`src/rtl/uart_tx_frame.sv`:
```
// UART transmitter: start + 8 data bits (LSB first) + optional parity + stop bit(s).
// The send request is synchronised and edge-detected, and the frame settings are captured at frame start.
module uart_tx_frame #(
   parameter int unsigned CLK_FREQ  = 50_000_000,
   parameter int unsigned STOP_BITS = 1
) (
   input  logic       clock,
   input  logic       reset_n,
   input  logic       send,
   input  logic [7:0] data_transmit,
   input  logic [1:0] parity_type,
   input  logic [1:0] baud_rate,
   output logic       tx,
   output logic       tx_active_flag,
   output logic       tx_done_flag
);

   localparam int unsigned DIV_MAX = CLK_FREQ / 2400;
   localparam int unsigned CW      = $clog2(DIV_MAX + 1);

   typedef enum logic [2:0] {IDLE, START, DATA, PARITY, STOP} state_t;

   state_t        state, state_n;
   logic [CW-1:0] baud_cnt, baud_cnt_n, div_q, div_sel;
   logic [2:0]    bit_cnt, bit_cnt_n;
   logic [7:0]    data_q;
   logic          par_en_q, par_bit_q;
   logic          sync1, sync2, prev, req, load, tick;
   logic          tx_n, active_n, done_n;

   // Flops reset high so that a send held through reset release gives no edge.
   always_ff @(posedge clock or negedge reset_n) begin
      if (!reset_n) begin
         sync1 <= 1'b1;
         sync2 <= 1'b1;
         prev  <= 1'b1;
      end else begin
         sync1 <= send;
         sync2 <= sync1;
         prev  <= sync2;
      end
   end

   assign req  = sync2 & ~prev;
   assign tick = (baud_cnt == div_q - CW'(1));

   always_comb begin
      case (baud_rate)
         2'b00:   div_sel = CW'(CLK_FREQ / 2400);
         2'b01:   div_sel = CW'(CLK_FREQ / 4800);
         2'b10:   div_sel = CW'(CLK_FREQ / 9600);
         default: div_sel = CW'(CLK_FREQ / 19200);
      endcase
   end

   always_comb begin
      state_n    = state;
      baud_cnt_n = baud_cnt;
      bit_cnt_n  = bit_cnt;
      tx_n       = tx;
      active_n   = tx_active_flag;
      done_n     = 1'b0;
      load       = 1'b0;
      case (state)
         IDLE: begin
            tx_n     = 1'b1;
            active_n = 1'b0;
            if (req) begin
               load       = 1'b1;
               state_n    = START;
               baud_cnt_n = '0;
               bit_cnt_n  = '0;
               tx_n       = 1'b0;
               active_n   = 1'b1;
            end
         end
         default: begin
            if (!tick) begin
               baud_cnt_n = baud_cnt + CW'(1);
            end else begin
               baud_cnt_n = '0;
               case (state)
                  START: begin
                     state_n   = DATA;
                     bit_cnt_n = '0;
                     tx_n      = data_q[0];
                  end
                  DATA: begin
                     if (bit_cnt == 3'd7) begin
                        bit_cnt_n = '0;
                        if (par_en_q) begin
                           state_n = PARITY;
                           tx_n    = par_bit_q;
                        end else begin
                           state_n = STOP;
                           tx_n    = 1'b1;
                        end
                     end else begin
                        bit_cnt_n = bit_cnt + 3'd1;
                        tx_n      = data_q[bit_cnt_n];
                     end
                  end
                  PARITY: begin
                     state_n   = STOP;
                     bit_cnt_n = '0;
                     tx_n      = 1'b1;
                  end
                  default: begin
                     tx_n = 1'b1;
                     if (bit_cnt == 3'(STOP_BITS - 1)) begin
                        state_n   = IDLE;
                        bit_cnt_n = '0;
                        active_n  = 1'b0;
                        done_n    = 1'b1;
                     end else begin
                        bit_cnt_n = bit_cnt + 3'd1;
                     end
                  end
               endcase
            end
         end
      endcase
   end

   always_ff @(posedge clock or negedge reset_n) begin
      if (!reset_n) begin
         state          <= IDLE;
         baud_cnt       <= '0;
         bit_cnt        <= '0;
         tx             <= 1'b1;
         tx_active_flag <= 1'b0;
         tx_done_flag   <= 1'b0;
         data_q         <= '0;
         par_en_q       <= 1'b0;
         par_bit_q      <= 1'b0;
         div_q          <= '0;
      end else begin
         state          <= state_n;
         baud_cnt       <= baud_cnt_n;
         bit_cnt        <= bit_cnt_n;
         tx             <= tx_n;
         tx_active_flag <= active_n;
         tx_done_flag   <= done_n;
         if (load) begin
            data_q    <= data_transmit;
            par_en_q  <= ^parity_type;
            par_bit_q <= (parity_type == 2'b01) ? ~^data_transmit : ^data_transmit;
            div_q     <= div_sel;
         end
      end
   end

endmodule
```
`config.mk`:
```
export PLATFORM = sky130hd
export DESIGN_NAME = uart_tx_frame
export DESIGN_NICKNAME = d
export VERILOG_FILES = /design/src/rtl/uart_tx_frame.sv
export SDC_FILE = /design/constraint.sdc
export NUM_CORES = 1
export LEC_CHECK = 0
export ABC_AREA = 1
export CORE_MARGIN = 4
export CORE_UTILIZATION = 35
export DETAILED_ROUTE_END_ITERATION = 10
export GPL_ROUTABILITY_DRIVEN = 0
export PLACE_DENSITY = 0.57
export SETUP_SLACK_MARGIN = 0.15
export SLEW_MARGIN = 10
export SYNTH_ARGS = -nofsm -noshare
export SYNTH_HDL_FRONTEND = slang
export SYNTH_SLANG_ARGS = --single-unit
```
`constraint.sdc`:
```
create_clock -name clock -period 2.7 [get_ports clock]
set_clock_uncertainty 0.2 [all_clocks]
set_input_delay 0.54 -clock clock [delete_from_list [all_inputs] [get_ports clock]]
set_output_delay 0.54 -clock clock [all_outputs]
set_load 0.05 [all_outputs]
```
==> metrics.csv, run 1 <==
metric,value,unit
cts_tree,built,
syn_area_per_cell,7.69,µm²
dieArea,9800,µm²
drv_cap,0,
yosysTopAreaCell,dfrtp_1,
cpLargestDelayFamily,buffers and inverters,
period_needed,2360,ps
syn_area,2900,µm²
final_antenna_net_count,0,
crit_fanout,2,
rr_worst_depth,13,
p_per_area,986,nW/µm²
hpwl,4980,µm
first_pass_iters,4,
grt_pass1_vias,2306,
top_usage_layer,met2,
startpoint,tx,
area_growth,12.7,%
grt_util_met3,0.0269,
worstPathArrival,1620,ps
min_path_type,in2async,
leakagePower,0.00154,µW
cts_buffers,5,
timing.rr.end,state[0],
post-cts-setup-buffers,0,
yosysUniqueCellTypes,34,
drt_iter0_drc,87,
period_share,0.875,
wl_per_cell,12.9,µm
finalSetupViolCount,0,
rows,32,
finalHoldViolCount,0,
fin_tns_setup,0,ps
tightest_slew,625,ps
synth_warnings,0,
rrSetupSlack,450,ps
crit_chain,clkdlybuf4s50_1,
status,completed,
slew_headroom,0.583,
nets,423,
synthCells,377,
drive_gt1_frac,0.101,
grt_max_degree,25,
rsz0062_at_grt,false,
track_usage,0.136,
ctsHtreeMaxLevel,2,
slowest_stage,clkdlybuf4s50_1,
cts-root-buf,clkbuf_8,
critPathBufInv,1,
start_util,0.367,
use_met1,0.171,
core_area,7890,µm²
grt_first_pass_wirelength,10800,µm
finalWirelength,6450,µm
gr-total-overflow,0,
num_antenna_cells,0,
yosysSeqAreaShare,0.399,
cts_max_path_buffers,2,
use_met2,0.236,
drc,0,
place_ws,282,ps
synthesis.nets,403,
worst-setup-path-type,reg2out,
synth-seq-cells,46,
die_w,99.0,µm
ir_worst_vdd,0.327,mV
cts.sinks,46,
clk_latency,290,ps
synth_top_area_frac,0.363,
crit_path_end_kind,output port,
required,1960,ps
fillCellCount,810,
path_clk_slew,80,ps
num_vias,2409,
slowest_delay,790,ps
cp-start-kind,flip-flop,
pin_count,18,
hold_buffers,0,
setup_slack,336,ps
numPortBuffers,17,
cp.depth,1,
cp-endpoint,tx,
fp.dieH,99.0,µm
slew_viol_final,0,
reg2reg_from,div_q[8],
max_freq,423,MHz
antenna_found_initial,0,
viasPerCell,4.82,
netlist_top_cells_area,"dfrtp_1 36%, nand2_1 14%, inv_1 6.1%",
[where the power goes]
group	internal [µW]	total, µW	switching [µW]	leakage, µW
logic	603	1680	1080	0.000910
clock network	184	400	215	0.0000395
registers	908	1130	227	0.000588
[layout by cell type (no fill, tap or decap), types with 2 or more instances in the layout]
cell type and count:
inv_1 46, o22ai_1 9, nand2_1 106, a21oi_1 9, nor3_1 3, clkdlybuf4s50_1 16
clkbuf_8 5, clkbuf_1 3, xor2_1 15, nand3b_1 2, o21ai_1 3, buf_4 3
nor2_4 5, dfstp_2 4, ha_1 10, inv_2 3, nor2_1 24, dfrtp_1 41
xnor2_1 12, o21ai_0 26, nand3_1 22, nand2_2 6, nand4_1 5, nor2_2 5
[per-layer routing]
layer,routed length [µm],share of wire
met5,0,0
met3,181,0.028
met2,3200,0.50
met1,2950,0.46
met4,124,0.019
[state kept, by name (all words and copies together) (netlist names)]
name and cells:
tx_done_flag 1, baud_cnt 15, tx 1, par_en_q 1
bit_cnt 3, sync2 1, prev 1, state 3
sync1 1, tx_active_flag 1, div_q 9, par_bit_q 1
data_q 8
[synth_stat cells]
library cell  number
nand2_1          106
nand2_4            1
inv_1             47
nor2_2             5
nor3_2             1
nand3b_1           2
and3_1             1
and2_1             1
clkbuf_1           5
buf_2              1
nor4_1             1
o22ai_1            9
nand2_8            1
o21ai_0           26
dfrtp_1           42
o21a_1             1
nand3_1           22
a21oi_1            9
dfstp_2            4
or2_2              1
nand3_4            1
nand4_1            5
nor3_1             3
buf_12             1
nand2_2            6
xnor2_1           12
ha_1              11
nor2_1            24
o211ai_1           1
a31oi_1            1
o21ai_1            3
xor2_1            15
inv_2              3
nor2_4             5
[through the flow]
stage / cell area [µm²] / util / hold WS [ps] / std cells / total power (µW)
finish: 3270 / 0.414 / 22.8 / 500 / 3220
global route: 3270 / 0.414 / 54.9 / 500 / 3540
CTS: 3250 / 0.412 / 39.5 / 500 / 3230
detailed placement: 3170 / 0.402 / 147 / 492 / 2810
global placement: 3170 / 0.402 / 146 / 492 / 2790
floorplan: 2900 / - / 44.4 / 377 / 2450
[timing repair]
item	in CTS	in global routing
setup endpoints to repair	0	12
gates resized for setup	0	5
hold endpoints to repair	0	0
[cells by family after synthesis]
family,Yosys count,share of synthesized area
simple gates,186,0.300
flops,46,0.399
xor+xnor,27,0.0816
fa+ha+maj,11,0.0475
buf+inv,57,0.0799
compound gates,50,0.0924
[cell type report]
class | count | area [µm²] | area share
clock buffer | 8 | 80.1 | 0.0245
sequential | 46 | 1160 | 0.354
inverter | 50 | 190 | 0.0582
multi-input combinational | 274 | 1520 | 0.466
tap | 102 | 128 | 0.0391
timing repair buffer | 20 | 188 | 0.0575
[worst min path at each step]
stage	end	depth (start not counted)
after floorplan	baud_cnt[0]	0
after global placement	sync2	0
after detailed placement	sync2	0
after CTS	baud_cnt[5]	1
after global routing	baud_cnt[4]	1
final	baud_cnt[4]	1
Note: power is estimated with default switching activity, not from simulation.
==> inputs of run 2 (changes only) <==
--- a/config.mk
+++ b/config.mk
@@ -6,11 +6,13 @@
 export NUM_CORES = 1
 export LEC_CHECK = 0
 export ABC_AREA = 1
+export CELL_PAD_IN_SITES_DETAIL_PLACEMENT = 1
+export CELL_PAD_IN_SITES_GLOBAL_PLACEMENT = 2
 export CORE_MARGIN = 4
 export CORE_UTILIZATION = 35
 export DETAILED_ROUTE_END_ITERATION = 10
 export GPL_ROUTABILITY_DRIVEN = 0
-export PLACE_DENSITY = 0.57
+export PLACE_DENSITY = 0.84
 export SETUP_SLACK_MARGIN = 0.15
 export SLEW_MARGIN = 10
 export SYNTH_ARGS = -nofsm -noshare
==> run 2 against run 1 <==
Routed wire length grew 12%. Sequential share of layout area down 0.36 points. Maximum frequency is 0.34% higher. Worst setup slack gained 8.0 ps. Flip-flop and latch count is the same. Via count up 0.62%. First-iteration DRC count decreased by 28%. Critical path depth did not move. Register-to-register slack worse by 90 ps. Combinational power increased by 3%. Critical path type unchanged.
==> metrics.csv, run 2 (synthesis gave the netlist of run 1 again) <==
metric,value,unit,change
period_needed,2360,ps,-7.96 ps
nets,424,,+0.24%
numPortBuffers,17,,unchanged
crit_path_end_kind,output port,,
status,completed,,
cp-start-kind,flip-flop,,
use_met1,0.201,,+0.0298
grt_max_degree,36,,+44%
slowest_stage,clkdlybuf4s50_1,,
num_vias,2424,,+0.62%
drive_gt1_frac,0.105,,+0.00476
cts_buffers,5,,unchanged
layout_commonest_cell,nand2_1,,
rows,32,,unchanged
cp.depth,1,,unchanged
crit_chain,clkdlybuf4s50_1,,
layout_common_cells,"106 x nand2_1, 46 x inv_1, 41 x dfrtp_1",,
p_clk_frac,0.152,,+0.028
reg_top3,"baud_cnt (15), div_q (9), data_q (8)",,
critPathBufInv,1,,unchanged
reg2reg_from,div_q[8],,
multi_input_area,1520,µm²,unchanged
drc,0,,unchanged
grt_first_pass_wirelength,12500,µm,+16%
worstPathArrival,1620,ps,about the same
rrSetupSlack,360,ps,-90 ps
num_antenna_cells,0,,unchanged
path_clk_slew,90,ps,about the same
hpwl,5700,µm,+15%
die_w,99.0,µm,unchanged
clk_latency,300,ps,about the same
p_int,1790,µW,+5.9%
top_usage_layer,met2,,
hold_buffers,0,,unchanged
p_seq_frac,0.336,,-0.017
largest_register_ffs,15,,unchanged
cp-endpoint,tx,,
fp.dieH,99.0,µm,unchanged
grt_pass1_vias,2592,,+12%
startpoint,tx,,
use_met2,0.279,,+0.0434
leakagePower,0.00156,µW,+1.2%
comb_power_share,0.512,,-0.011
cts.sinks,46,,unchanged
period_share,0.872,,-0.00295
crit_fanout,2,,unchanged
required,1960,ps,about the same
track_usage,0.158,,+0.0215
timing.rr.end,state[2],,
cts_max_path_buffers,2,,unchanged
pin_count,18,,unchanged
antenna_found_initial,0,,unchanged
p_per_area,1030,nW/µm²,+4.0%
finalPower,3380,µW,+5.1%
min_path_type,in2async,,
final_antenna_net_count,0,,unchanged
fin_tns_setup,0,ps,unchanged
viasPerCell,4.84,,+0.42%
slew_headroom,0.452,,-0.131
dieArea,9800,µm²,unchanged
grt_util_met3,0.0226,,-0.00425
tightest_slew,822,ps,+197 ps
start_util,0.367,,unchanged
cts_tree,built,,
wl_per_cell,14.5,µm,+12%
finalWirelength,7260,µm,+12%
slew_viol_final,0,,unchanged
drt_iter0_drc,63,,-28%
finalHoldViolCount,0,,unchanged
fillCellCount,973,,+20%
finalSetupViolCount,0,,unchanged
max_freq,424,MHz,+0.34%
ctsHtreeMaxLevel,2,,unchanged
cts-root-buf,clkbuf_8,,
p_sw_frac,0.469,,-0.00394
slowest_delay,790,ps,about the same
rsz0062_at_grt,false,,
gr-total-overflow,0,,unchanged
first_pass_iters,4,,unchanged
ir_worst_vdd,0.362,mV,+11%
seqCellArea,1160,µm²,unchanged
cpLargestDelayFamily,buffers and inverters,,
area_growth,13.9,%,
drv_cap,0,,unchanged
rr_worst_depth,17,,+4
regMostFlops,baud_cnt,,
worst-setup-path-type,reg2out,,
switchingPower,1590,µW,+4.2%
core_area,7890,µm²,unchanged
==> run 2: layout make-up <==
cell class	count	area share
clock buffers	7	0.0231
multi-input cells	274	0.462
repair buffers	21	0.0592
well taps	102	0.0387
clock inverters	1	0.00910
inverters	50	0.0576
flip-flops and latches	46	0.351
==> run 2: per-layer routing <==
layer  routed length, µm  vias to the layer above  share of wire
li1                    -                     1233              -
met1                3320                     1168           0.46
met2                3750                       17           0.52
met3                 117                        6          0.016
met4                  73                        0          0.010
met5                   0                        -              0
==> run 2: power by group through the flow <==
stage | Combinational [µW] | Clock [µW] | Sequential, µW
detailed placement | 1720 | 0 | 1150
global route | 2000 | 556 | 1180
floorplan | 1340 | 0 | 1110
global placement | 1670 | 0 | 1150
CTS | 1730 | 530 | 1140
finish | 1730 | 513 | 1140
==> run 2: worst min path at each step <==
stage | endpoint | slack, ps | cells past startpoint
after floorplan | baud_cnt[0] | 40 | 0
after detailed placement | sync2 | 150 | 0
after CTS | tx_done_flag | 150 | 1
final | baud_cnt[9] | 130 | 1
after global routing | sync2 | 160 | 0
after global placement | sync2 | 150 | 0
==> run 2: what timing repair did <==
| action | 4_1_cts | 5_1_grt |
|---|---|---|
| setup buffers | 0 | 0 |
| setup endpoints to repair | 0 | 19 |
| resized for setup | 0 | 5 |
==> run 2: metrics by stage <==
step	hold slack, ps	utilization	area [µm²]	worst slack, ps	instances
global route	163	0.418	3300	150	501
floorplan	44.4	-	2900	599	377
CTS	152	0.416	3280	171	501
global placement	146	0.403	3180	301	493
detailed placement	148	0.403	3180	187	493
finish	131	0.418	3300	344	501
